**src/rtl/avl_mem_arbiter.sv**
```systemverilog
// Two-port round-robin arbiter in front of a single Avalon memory controller.
// Read data is steered back to the issuing port through an in-order tag FIFO.
module avl_mem_arbiter #(
  parameter int DATA_WIDTH = 32,
  parameter int ADDR_WIDTH = 29,
  parameter int MAX_BURST  = 16,
  parameter int TAG_DEPTH  = 8
) (
  input  logic                  clk,
  input  logic                  reset,
  input  logic                  ram_rdy,

  input  logic                  a_wr_req,
  input  logic                  a_rd_req,
  input  logic [ADDR_WIDTH-1:0] a_addr,
  input  logic [DATA_WIDTH-1:0] a_wdata,
  output logic                  a_ready,
  output logic                  a_rdata_valid,

  input  logic                  b_wr_req,
  input  logic                  b_rd_req,
  input  logic [ADDR_WIDTH-1:0] b_addr,
  input  logic [DATA_WIDTH-1:0] b_wdata,
  output logic                  b_ready,
  output logic                  b_rdata_valid,

  output logic [DATA_WIDTH-1:0] rdata,

  input  logic                  avl_ready,
  output logic                  avl_write_req,
  output logic                  avl_read_req,
  output logic [ADDR_WIDTH-1:0] avl_addr,
  output logic [DATA_WIDTH-1:0] avl_wdata,
  input  logic [DATA_WIDTH-1:0] avl_rdata,
  input  logic                  avl_rdata_valid,

  output logic [1:0]            grant,
  output logic                  err_orphan
);

  localparam int BW = $clog2(MAX_BURST) + 1;
  localparam int PW = (TAG_DEPTH > 1) ? $clog2(TAG_DEPTH) : 1;
  localparam logic [BW-1:0] LAST_BEAT = BW'(MAX_BURST - 1);
  localparam logic [PW:0]   TAG_FULL  = (PW+1)'(TAG_DEPTH);
  localparam logic [PW-1:0] PTR_LAST  = PW'(TAG_DEPTH - 1);

  typedef enum logic [1:0] {IDLE, GRANT_A, GRANT_B} state_t;

  state_t          state;
  logic            ptr_b;
  logic [BW-1:0]   burst_cnt;

  logic            tag_mem [TAG_DEPTH];
  logic [PW-1:0]   wr_ptr;
  logic [PW-1:0]   rd_ptr;
  logic [PW:0]     tag_cnt;

  logic            req_a;
  logic            req_b;
  logic            granted;
  logic            sel_b;
  logic            sel_wr;
  logic            sel_rd;
  logic            sel_req;
  logic            other_req;
  logic [ADDR_WIDTH-1:0] sel_addr;
  logic [DATA_WIDTH-1:0] sel_wdata;
  logic            tag_full;
  logic            tag_empty;
  logic            issue_ok;
  logic            do_write;
  logic            do_read;
  logic            accept;
  logic            pop;
  logic            tag_out;

  function automatic logic [PW-1:0] next_ptr(input logic [PW-1:0] p);
    return (p == PTR_LAST) ? '0 : p + PW'(1);
  endfunction

  // Command path: the owning port drives the Avalon side directly, gated so
  // nothing leaks out while idle or while reset is being applied.
  always_comb begin
    req_a     = a_wr_req | a_rd_req;
    req_b     = b_wr_req | b_rd_req;
    granted   = ((state == GRANT_A) || (state == GRANT_B)) && !reset;
    sel_b     = (state == GRANT_B);
    sel_wr    = sel_b ? b_wr_req : a_wr_req;
    sel_rd    = sel_b ? b_rd_req : a_rd_req;
    sel_addr  = sel_b ? b_addr   : a_addr;
    sel_wdata = sel_b ? b_wdata  : a_wdata;
    sel_req   = sel_wr | sel_rd;
    other_req = sel_b ? req_a : req_b;
    tag_full  = (tag_cnt == TAG_FULL);
    tag_empty = (tag_cnt == '0);

    issue_ok  = granted & avl_ready & ram_rdy;
    do_write  = issue_ok & sel_wr;
    do_read   = issue_ok & !sel_wr & sel_rd & !tag_full;
    accept    = do_write | do_read;

    a_ready       = accept & !sel_b;
    b_ready       = accept & sel_b;
    avl_write_req = do_write;
    avl_read_req  = do_read;
    avl_addr      = (granted & sel_req) ? sel_addr : '0;
    avl_wdata     = (granted & sel_wr) ? sel_wdata : '0;

    pop           = avl_rdata_valid & !tag_empty & !reset;
    tag_out       = tag_mem[rd_ptr];
    a_rdata_valid = pop & !tag_out;
    b_rdata_valid = pop & tag_out;
    rdata         = avl_rdata;
  end

  // Arbitration FSM; the whole thing freezes until the memory is calibrated.
  always_ff @(posedge clk) begin
    if (reset) begin
      state     <= IDLE;
      grant     <= 2'b00;
      ptr_b     <= 1'b0;
      burst_cnt <= '0;
    end else if (ram_rdy) begin
      case (state)
        IDLE: begin
          if (req_a && (!req_b || !ptr_b)) begin
            state <= GRANT_A;
            grant <= 2'b01;
          end else if (req_b) begin
            state <= GRANT_B;
            grant <= 2'b10;
          end
        end
        GRANT_A, GRANT_B: begin
          if (!sel_req || (accept && burst_cnt == LAST_BEAT)) begin
            burst_cnt <= '0;
            ptr_b     <= !sel_b;
            if (other_req) begin
              state <= sel_b ? GRANT_A : GRANT_B;
              grant <= sel_b ? 2'b01 : 2'b10;
            end else begin
              state <= IDLE;
              grant <= 2'b00;
            end
          end else if (accept) begin
            burst_cnt <= burst_cnt + BW'(1);
          end
        end
        default: begin
          state <= IDLE;
          grant <= 2'b00;
        end
      endcase
    end
  end

  always_ff @(posedge clk) begin
    if (do_read) tag_mem[wr_ptr] <= sel_b;
  end

  // Tag bookkeeping; data arriving with nothing outstanding is latched as an error.
  always_ff @(posedge clk) begin
    if (reset) begin
      wr_ptr     <= '0;
      rd_ptr     <= '0;
      tag_cnt    <= '0;
      err_orphan <= 1'b0;
    end else begin
      if (do_read) wr_ptr <= next_ptr(wr_ptr);
      if (pop)     rd_ptr <= next_ptr(rd_ptr);
      case ({do_read, pop})
        2'b10:   tag_cnt <= tag_cnt + (PW+1)'(1);
        2'b01:   tag_cnt <= tag_cnt - (PW+1)'(1);
        default: tag_cnt <= tag_cnt;
      endcase
      if (avl_rdata_valid && tag_empty) err_orphan <= 1'b1;
    end
  end

endmodule

```
**config.mk**
```make
export PLATFORM = sky130hd
export DESIGN_NAME = avl_mem_arbiter
export DESIGN_NICKNAME = d
export VERILOG_FILES = /design/src/rtl/avl_mem_arbiter.sv
export SDC_FILE = /design/constraint.sdc
export NUM_CORES = 1
export LEC_CHECK = 0
export ABC_AREA = 1
export CAP_MARGIN = 20
export CORE_AREA = 2 2 126 79
export CTS_BUF_LIST = sky130_fd_sc_hd__clkbuf_4
export DETAILED_ROUTE_END_ITERATION = 12
export DIE_AREA = 0 0 128 81
export PLACE_DENSITY_LB_ADDON = 0.25
export SLEW_MARGIN = 20
export SYNTH_ARGS = -nofsm -noshare
export SYNTH_HDL_FRONTEND = slang
export SYNTH_SLANG_ARGS = --single-unit
```
**constraint.sdc**
```tcl
create_clock -name clk -period 3.16 [get_ports clk]
set_input_delay 0.474 -clock clk [delete_from_list [all_inputs] [get_ports clk]]
set_output_delay 0.474 -clock clk [all_outputs]
set_load 0.02 [all_outputs]
```
==> reports/results.ini <==
[status]
status = completed

[cells_and_area]
nFillCells = 910
final-seq-area_um2 = 682
n_antenna_cell = 0
nets = 791
multi_input_area_um2 = 1640
drive_gt1_frac = 0.0616
synthToLayoutAreaGrowth_pct = 72.3

[setup_path]
timing.critical_path.mode_cell = inv_1
max_stage_delay_ns = 0.64
cp_max_fo = 32
cp_data_required_time_ns = 2.69
end_kind = output pin
critPathKind = reg -> out
path_delay_family = buffers and inverters
critical_path_arrival_ns = 2.54
critPathSlowestCell = clkdlybuf4s50_1
worstSetupStartpointType = flip-flop
crit_buf_inv = 4
crit_chain = inv_1, ha_1, inv_1, nor2_1, nand2_1, buf_4, a21oi_1, clkdlybuf4s50_1

[timing]
grt_setup_unrepaired = false
fmax_mhz = 332
whs_ns = 0.462
maxSlewHeadroom = 0.732
tns_ns = 0
skew_ns = 0.00404
slew_viol_final = 0
tightest_slew_ns = 0.402
hold_violations = 0
fin_crit_ns = 3.01
setup_viol = 0
finalCritPeriodShare = 0.954

[cts]
post_cts_buffers = 0
clkLatencyLatePin_ns = 0.33
root_buffer = clkbuf_4
cts-buffers-inserted = 5
clock_sinks = 30
postCtsHoldBufs = 0
cts.clk_slew.worst_paths_ns = 0.11
clock_path_buffers = 2
cts_tree = built
htree_num_levels = 2

[yosys]
synth_top_area_share = 0.223
syn_avg_cell_area_um2 = 6.13
ys_seq_elements = 30
synth.area.top_cells = nand2_1, dfxtp_1, a21oi_1
synth_flop_cell = dfxtp_1
yosysWarnings = 0
netlist_top_cells_count = nand2_1, a21oi_1, buf_4, inv_1, nor2_1
synth_top_cell_by_area = nand2_1
ys_seq_area_frac = 0.245
synthDistinctLibCells = 34
synth_area_um2 = 2780
synth_most_common_cell = nand2_1
syn-num-nets = 628
synth-edff-count = 8
ys_async_sr_fraction = 0
syn_inst = 453

[floorplanning]
die_w_um = 128
die_area_um2 = 10400
fp.coreArea_um2 = 9390
start_util = 0.296
rows = 28
die_y_um = 81
num_io_pins = 265

[grt]
grt_max_degree = 64
antenna_found_initial = 0
grt_overflow = 0
grt_usage = 0.191
grtUsageMet1 = 0.220
met3_usage = 0.0731
grt.busiest_layer = met2
grt_pass1_vias = 3131
grt_pass1_wl_um = 15600
grtUsageMet2 = 0.332

[detailed_routing]
vias_per_cell = 4.60
wirelength_um = 10900
drc = 0
drt_first_pass_iters = 5
ant_nets = 0
drt-initial-drc-count = 172
vias = 3392
routedWlPerCell_um = 14.8

[place]
portBuffers = 200
hpwl_um = 8910
gp_congestion = 0.816

[power_and_ir_drop]
p_leak_uw = 0.00222
p_per_area_nw_per_um2 = 346
ir_drop_v = 0.000152

[min_path]
hp-class = reg -> reg

[job]
maxCapViolCount = 0

cell usage in the layout, fill, tap and decap left out, types with 2 or more instances in the layout:
cell               n
o21a_1             2
inv_1             32
nand3_1           12
o211a_1            2
dlymetal6s2s_1    15
edfxtp_1           8
a21oi_1           67
nand4_1            6
nor2_1            29
nor3_1             6
a21oi_2           10
ha_1              11
dfxtp_1           21
buf_4              9
clkdlybuf4s50_1  185
nand2_1          165
clkbuf_4           5
o21ai_0            9
inv_2              4
area by class of cell:
cell class / instances / area share
clock buffer: 5 / 0.00785
clock inverter: 3 / 0.00340
inverter: 35 / 0.0275
multi-input combinational: 334 / 0.343
sequential: 30 / 0.143
tap: 120 / 0.0314
timing repair buffer: 210 / 0.445
state kept, by name (all words and copies together) (netlist names), named ones only:
name	flops
burst_cnt	5
err_orphan	1
ptr_b	1
rd_ptr	3
state	2
tag_cnt	4
tag_mem	8
wr_ptr	3
cells by family after synthesis:
family                     count (synthesis)  synth area share
DFF                                       30             0.245
buffers and inverters                     89             0.169
muxes                                      1           0.00360
xor gates and xnor gates                   2           0.00631
AOI/OAI and AO/OA                         97             0.199
and+or+nand+nor                          222             0.323
adders and majority gates                 12            0.0541
path summary, 6_finish.rpt:
kind              slack [ns]                     from                      end  depth (start not counted)
setup / recovery        0.15    state[0]$_SDFFE_PP0P_            avl_wdata[20]                          8
hold / removal          0.46  err_orphan$_SDFFE_PP0P_  err_orphan$_SDFFE_PP0P_                          2
setup reg to reg        0.46    state[0]$_SDFFE_PP0P_  tag_cnt[3]$_SDFFE_PP0P_                         16
hold reg to reg         0.46  err_orphan$_SDFFE_PP0P_  err_orphan$_SDFFE_PP0P_                          2
where the power goes:
group	switching, uW	internal, uW	leakage (uW)	total, uW
Combinational	538	440	0.00194	978
Sequential	21.5	419	0.000252	441
Clock	153	83.3	0.0000313	236
timing repair:
action	in CTS	in global routing
gates resized for setup	0	17
setup endpoints to repair	0	30
endpoints found under the hold margin	0	0
layer usage:
metal  up-vias  routed length [um]
li1       1757                   -
met1      1485                4460
met2       135                5210
met3        15                 977
met4         0                 274
met5         -                   0
worst register-to-register path: stages (launching register included):
cell and delay (ns):
dfxtp_1 0.40, inv_1 0.11, ha_1 0.36, nand2_1 0.07, inv_1 0.08, nand3_1 0.12
nor2_1 0.18, nand2_4 0.13, ha_1 0.26, nand2_1 0.10, inv_1 0.04, nor2_1 0.17
nand2_1 0.07, o21ai_0 0.18, nand3_1 0.13, o21ai_0 0.17, a21oi_1 0.05
per-stage QoR:
| stage | util | area, um^2 | power [uW] | instances | setup slack, ns |
|---|---|---|---|---|---|
| floorplan | - | 2780 | 1030 | 453 | 0.633 |
| global placement | 0.499 | 4680 | 1420 | 729 | 0.158 |
| detailed placement | 0.499 | 4680 | 1430 | 729 | 0.141 |
| CTS | 0.504 | 4740 | 1660 | 737 | 0.0516 |
| global route | 0.510 | 4780 | 1770 | 737 | 0.00551 |
| finish | 0.510 | 4780 | 1660 | 737 | 0.145 |
(Power assumes the default switching activity.)
